===== config.mk =====
export PLATFORM = sky130hd
export DESIGN_NAME = lsu_stage
export DESIGN_NICKNAME = d
export VERILOG_FILES = /design/src/rtl/lsu_stage.sv
export SDC_FILE = /design/constraint.sdc
export NUM_CORES = 1
export LEC_CHECK = 0
export ABC_AREA = 1
export BUFFER_PORTS_ARGS = -buffer_cell sky130_fd_sc_hd__buf_2
export CELL_PAD_IN_SITES_DETAIL_PLACEMENT = 1
export CELL_PAD_IN_SITES_GLOBAL_PLACEMENT = 1
export CORE_ASPECT_RATIO = 1.75
export CORE_MARGIN = 2
export CORE_UTILIZATION = 38
export DETAILED_ROUTE_END_ITERATION = 10
export GPL_ROUTABILITY_DRIVEN = 0
export PLACE_DENSITY_LB_ADDON = 0.1
export SLEW_MARGIN = 25
export SYNTH_ARGS = -nofsm -noshare
export SYNTH_HDL_FRONTEND = slang
export SYNTH_SLANG_ARGS = --single-unit

===== constraint.sdc =====
create_clock -name clk -period 11.8 [get_ports clk]
set_clock_uncertainty 0.1 [all_clocks]
set_input_delay 2.36 -clock clk [delete_from_list [all_inputs] [get_ports clk]]
set_output_delay 2.36 -clock clk [all_outputs]
set_load 0.03 [all_outputs]

===== src/rtl/lsu_stage.sv =====
// rtl/lsu_stage.sv - load/store stage: memory request/grant/response, lane alignment, load extension
module lsu_stage (
    input  logic        clk,
    input  logic        rst,
    input  logic        ex_valid,
    output logic        ex_ready,
    input  logic [31:0] alu_result,
    input  logic [31:0] store_data,
    input  logic        is_load,
    input  logic        is_store,
    input  logic [1:0]  mem_size,
    input  logic        mem_unsigned,
    input  logic [4:0]  rd,
    output logic        dmem_req,
    output logic        dmem_we,
    output logic [31:0] dmem_addr,
    output logic [3:0]  dmem_be,
    output logic [31:0] dmem_wdata,
    input  logic        dmem_gnt,
    input  logic        dmem_rvalid,
    input  logic [31:0] dmem_rdata,
    output logic        wb_valid,
    output logic        wb_we,
    output logic [4:0]  wb_rd,
    output logic [31:0] wb_data,
    output logic        misaligned
);
    typedef enum logic [1:0] {IDLE, REQ, WAIT} state_t;

    state_t      state_q, state_d;
    logic [31:0] addr_q, addr_d, sd_q, sd_d;
    logic [1:0]  size_q, size_d;
    logic        uns_q, uns_d, load_q, load_d;
    logic [4:0]  rd_q, rd_d;
    logic        wb_valid_q, wb_valid_d, wb_we_q, wb_we_d, mis_q, mis_d;
    logic [4:0]  wb_rd_q, wb_rd_d;
    logic [31:0] wb_data_q, wb_data_d;

    logic        mem_op, fault, in_req;
    logic [3:0]  lane_be;
    logic [31:0] lane_wdata, ld_ext;
    logic [7:0]  ld_byte;
    logic [15:0] ld_half;

    assign mem_op = is_load | is_store;

    always_comb begin
        fault = 1'b0;
        case (mem_size)
            2'b01:   fault = alu_result[0];
            2'b10:   fault = |alu_result[1:0];
            2'b11:   fault = 1'b1;
            default: fault = 1'b0;
        endcase
    end

    // Lane steering works from the latched request so it stays stable while REQ waits for grant
    always_comb begin
        lane_be    = 4'b1111;
        lane_wdata = sd_q;
        case (size_q)
            2'b00: begin
                lane_be    = 4'b0001 << addr_q[1:0];
                lane_wdata = {4{sd_q[7:0]}};
            end
            2'b01: begin
                lane_be    = addr_q[1] ? 4'b1100 : 4'b0011;
                lane_wdata = {2{sd_q[15:0]}};
            end
            default: begin
                lane_be    = 4'b1111;
                lane_wdata = sd_q;
            end
        endcase
    end

    always_comb begin
        ld_byte = dmem_rdata[{addr_q[1:0], 3'b000} +: 8];
        ld_half = addr_q[1] ? dmem_rdata[31:16] : dmem_rdata[15:0];
        case (size_q)
            2'b00:   ld_ext = {{24{~uns_q & ld_byte[7]}}, ld_byte};
            2'b01:   ld_ext = {{16{~uns_q & ld_half[15]}}, ld_half};
            default: ld_ext = dmem_rdata;
        endcase
    end

    assign in_req     = (state_q == REQ);
    assign ex_ready   = (state_q == IDLE);
    assign dmem_req   = in_req;
    assign dmem_we    = in_req & ~load_q;
    assign dmem_addr  = in_req ? {addr_q[31:2], 2'b00} : 32'd0;
    assign dmem_be    = in_req ? lane_be : 4'd0;
    assign dmem_wdata = in_req ? lane_wdata : 32'd0;

    always_comb begin
        state_d    = state_q;
        addr_d     = addr_q;
        sd_d       = sd_q;
        size_d     = size_q;
        uns_d      = uns_q;
        load_d     = load_q;
        rd_d       = rd_q;
        wb_valid_d = 1'b0;
        wb_we_d    = wb_we_q;
        wb_rd_d    = wb_rd_q;
        wb_data_d  = wb_data_q;
        mis_d      = mis_q;
        case (state_q)
            IDLE: begin
                if (ex_valid) begin
                    if (mem_op && !fault) begin
                        addr_d  = alu_result;
                        sd_d    = store_data;
                        size_d  = mem_size;
                        uns_d   = mem_unsigned;
                        load_d  = is_load;
                        rd_d    = rd;
                        state_d = REQ;
                    end else begin
                        wb_valid_d = 1'b1;
                        wb_we_d    = ~mem_op;
                        mis_d      = mem_op;
                        wb_data_d  = alu_result;
                        wb_rd_d    = rd;
                    end
                end
            end
            REQ: begin
                if (dmem_gnt) begin
                    if (load_q) begin
                        state_d = WAIT;
                    end else begin
                        wb_valid_d = 1'b1;
                        wb_we_d    = 1'b0;
                        mis_d      = 1'b0;
                        wb_data_d  = addr_q;
                        wb_rd_d    = rd_q;
                        state_d    = IDLE;
                    end
                end
            end
            WAIT: begin
                if (dmem_rvalid) begin
                    wb_valid_d = 1'b1;
                    wb_we_d    = 1'b1;
                    mis_d      = 1'b0;
                    wb_data_d  = ld_ext;
                    wb_rd_d    = rd_q;
                    state_d    = IDLE;
                end
            end
            default: state_d = IDLE;
        endcase
    end

    always_ff @(posedge clk or posedge rst) begin
        if (rst) begin
            state_q    <= IDLE;
            addr_q     <= 32'd0;
            sd_q       <= 32'd0;
            size_q     <= 2'd0;
            uns_q      <= 1'b0;
            load_q     <= 1'b0;
            rd_q       <= 5'd0;
            wb_valid_q <= 1'b0;
            wb_we_q    <= 1'b0;
            wb_rd_q    <= 5'd0;
            wb_data_q  <= 32'd0;
            mis_q      <= 1'b0;
        end else begin
            state_q    <= state_d;
            addr_q     <= addr_d;
            sd_q       <= sd_d;
            size_q     <= size_d;
            uns_q      <= uns_d;
            load_q     <= load_d;
            rd_q       <= rd_d;
            wb_valid_q <= wb_valid_d;
            wb_we_q    <= wb_we_d;
            wb_rd_q    <= wb_rd_d;
            wb_data_q  <= wb_data_d;
            mis_q      <= mis_d;
        end
    end

    assign wb_valid   = wb_valid_q;
    assign wb_we      = wb_we_q;
    assign wb_rd      = wb_rd_q;
    assign wb_data    = wb_data_q;
    assign misaligned = mis_q;
endmodule


==> flow_summary.json <==
{
  "finalCritPeriodShare_pct": 44.18,
  "ios": 222,
  "drtAntennaViolNets": 0,
  "power_switching_mw": 1.569,
  "cp-end-kind": "primary output",
  "comb_power_share_pct": 56.6,
  "yosys_most_used_dff": "dfrtp_1",
  "wire_per_inst_um": 17.26,
  "cp-start-kind": "flip-flop",
  "slew_violations": 0,
  "p_leak_nw": 4.796,
  "synth.distinct_cells": 31,
  "ys_seq_area_share_pct": 43.78,
  "crit_slowest_cell": "ha_2",
  "finalInstanceArea_mm2": 0.008351,
  "clk_latency_ps": 420,
  "cts.repair.resized": 0,
  "post_cts_buffers": 0,
  "worstMarginPinSlew_ps": 843.0,
  "crit_chain": "inv_1, ha_2, buf_4, inv_1, nor3_1, buf_2",
  "hold_path.class": "flip-flop to flip-flop",
  "seq_power_share_pct": 23.8,
  "cts.sinks": 115,
  "cp_max_fo": 30,
  "nNetsFinal": 1271,
  "die_x_um": 103.4,
  "critPathKind": "flip-flop to primary output",
  "yosys_warnings": 0,
  "ys_async_sr_fraction_pct": 100.0,
  "rows": 63,
  "cts_tree": "yes",
  "syn_area_per_cell_um2": 6.805,
  "power_density_mw_per_mm2": 363.9,
  "overflow": 0,
  "p_clk_share_pct": 19.6,
  "final_cells": 1395,
  "via_per_inst": 4.950,
  "cts_max_level": 4,
  "first_global_vias": 7429,
  "io_buffer_count": 219,
  "grt_pass1_wl_um": 37760,
  "grt_max_degree": 108,
  "cp.required_ps": 9340,
  "wl_um": 24080,
  "start_util_pct": 38.79,
  "antenna_found_initial": 0,
  "critPathMaxStageDelay_ps": 610,
  "vdd_drop_max_mv": 0.1465,
  "clockBufferDepth": 2,
  "syn_to_final_growth_pct": 27.03,
  "hold_violations": 0,
  "drc": 0,
  "cap_violations": 0,
  "fin_crit_ps": 5213,
  "fp.dieH_um": 178.0,
  "max_freq_ghz": 0.1918,
  "dp_hpwl_um": 17300,
  "cpMostUsedCell": "inv_1",
  "numCtsBuffers": 17,
  "num_vias": 6905,
  "synth-seq-cells": 115,
  "place_area_mm2": 0.007680,
  "fp.dieArea_mm2": 0.01841,
  "status": "complete, no violations",
  "cts.clk_slew.worst_paths_ps": 50,
  "p_sw_share_pct": 51.62,
  "rsz0062_at_grt": "false",
  "coreArea_mm2": 0.01695,
  "grt.total_usage_pct": 26.91,
  "antenna_cells": 0,
  "drive_gt1_share_pct": 23.29,
  "dr.pass1.iters": 4,
  "maxSlewHeadroom_pct": 43.80,
  "dp_cells": 1363,
  "cts_root_buf": "clkbuf_16",
  "cts_hold_buf": 0,
  "p_int_mw": 1.470,
  "synth_area_mm2": 0.006574,
  "finalSetupViolCount": 0,
  "arrival_ps": 2750,
  "syn_inst": 966,
  "synth_edf_count": 0,
  "drt_first_iter_violations": 214,
  "setup_tns_ps": 0
}
==> placed cells by master, fill, tap and decap left out, types with 3 or more instances in the layout <==
cell type  instances
buf_2            219
a21oi_1           28
clkbuf_1           3
nand3_1           33
inv_1             86
o21ai_0          104
nor2_1           110
inv_2              5
ha_1               4
nand2_1          394
a221oi_1           7
bufinv_16          6
buf_4              5
dfrtp_1          115
clkinv_2           3
clkbuf_16         17
==> metrics by stage <==
step / power (mW) / setup slack (ps) / hold slack (ps) / utilization (%)
2_1_floorplan: 1.986 / 6296 / 362.9 / -
3_3_place_gp: 2.423 / 7042 / 359.0 / 45.32
3_5_place_dp: 2.471 / 6984 / 364.5 / 45.32
4_1_cts: 3.083 / 6530 / 381.6 / 49.25
5_1_grt: 3.303 / 6359 / 407.5 / 49.27
6_report: 3.039 / 6587 / 374.6 / 49.27
==> power groups by stage <==
stage / logic, mW / clock network (mW) / registers [mW]
2_1_floorplan: 1.18 / 0 / 0.805
3_3_place_gp: 1.71 / 0 / 0.717
3_5_place_dp: 1.74 / 0 / 0.726
4_1_cts: 1.76 / 0.604 / 0.723
5_1_grt: 1.93 / 0.622 / 0.746
6_report: 1.72 / 0.595 / 0.723
==> path summary, 6_finish.rpt <==
kind / startpoint / endpoint / slack (ps) / cells past startpoint
setup / recovery: state_q[1]$_DFFE_PP0P_ / dmem_be[1] / 6590 / 6
hold / removal: wb_data[4]$_DFFE_PP0P_ / wb_data[4]$_DFFE_PP0P_ / 370 / 2
setup reg to reg: state_q[1]$_DFFE_PP0P_ / wb_we$_DFFE_PP0P_ / 8430 / 10
hold reg to reg: wb_data[4]$_DFFE_PP0P_ / wb_data[4]$_DFFE_PP0P_ / 370 / 2
max in group asynchronous: rst / addr_q[24]$_DFFE_PP0P_ / 8300 / 3
min in group asynchronous: rst / rd_q[4]$_DFFE_PP0P_ / 1970 / 2
==> cells by family (layout without fill, tap and decap cells) <==
logic type                 Yosys count  after routing  synth area share (%)
and+or+nand+nor                    550            550                 33.27
buffers and inverters              149            350                 10.30
AOI/OAI and AO/OA                  146            146                 11.65
DFF                                115            115                 43.78
adders and majority gates            5              5                0.9517
other                                1              2               0.05704
==> cells in the mapped netlist, types with 2 or more instances <==
master / instances / share of area, %
dfrtp_1: 115 / 44
nand2_1: 394 / 22
nor2_2: 2 / 0.19
inv_2: 5 / 0.29
o21ai_1: 2 / 0.15
buf_2: 19 / 1.4
ha_1: 5 / 0.95
nor3_1: 2 / 0.15
a211oi_1: 2 / 0.23
buf_6: 10 / 1.7
a21oi_1: 28 / 2.1
a31oi_1: 2 / 0.19
clkbuf_1: 21 / 1.2
nand3_4: 2 / 0.53
nand3_1: 33 / 2.5
inv_1: 87 / 5.0
a221oi_1: 7 / 0.93
buf_4: 5 / 0.57
nor2_1: 110 / 6.3
o21ai_0: 104 / 7.9
==> critical path, delay by kind of cell, from the launching register on <==
kind	cells	cell delay, ps
fa+ha+maj	1	610
buf+inv	4	960
flops	1	430
simple gates	1	300
==> metal layers <==
metal | share of wire [%] | vias up | global-route usage (%)
met5 | 0 | - | 0
met3 | 5.7 | 41 | 5.917
met1 | 38 | 3306 | 28.85
met2 | 53 | 199 | 49.06
li1 | - | 3359 | -
met4 | 3.1 | 0 | 11.84
==> flip-flops by register name (all words and copies together), names as in the netlist <==
register    flops
addr_q         32
load_q          1
misaligned      1
rd_q            5
sd_q           32
size_q          2
state_q         2
uns_q           1
wb_data        32
wb_rd           5
wb_valid        1
wb_we           1
==> cell type report <==
cell class                 count  area, um^2
tap                          227       284.0
clock buffer                  22       464.2
clock inverter                10       202.7
fill                        2274        8597
timing repair buffer         225        1145
inverter                      93       351.6
multi-input combinational    703        3025
sequential                   115        2878
No activity file was read; power rests on OpenSTA's default activity.
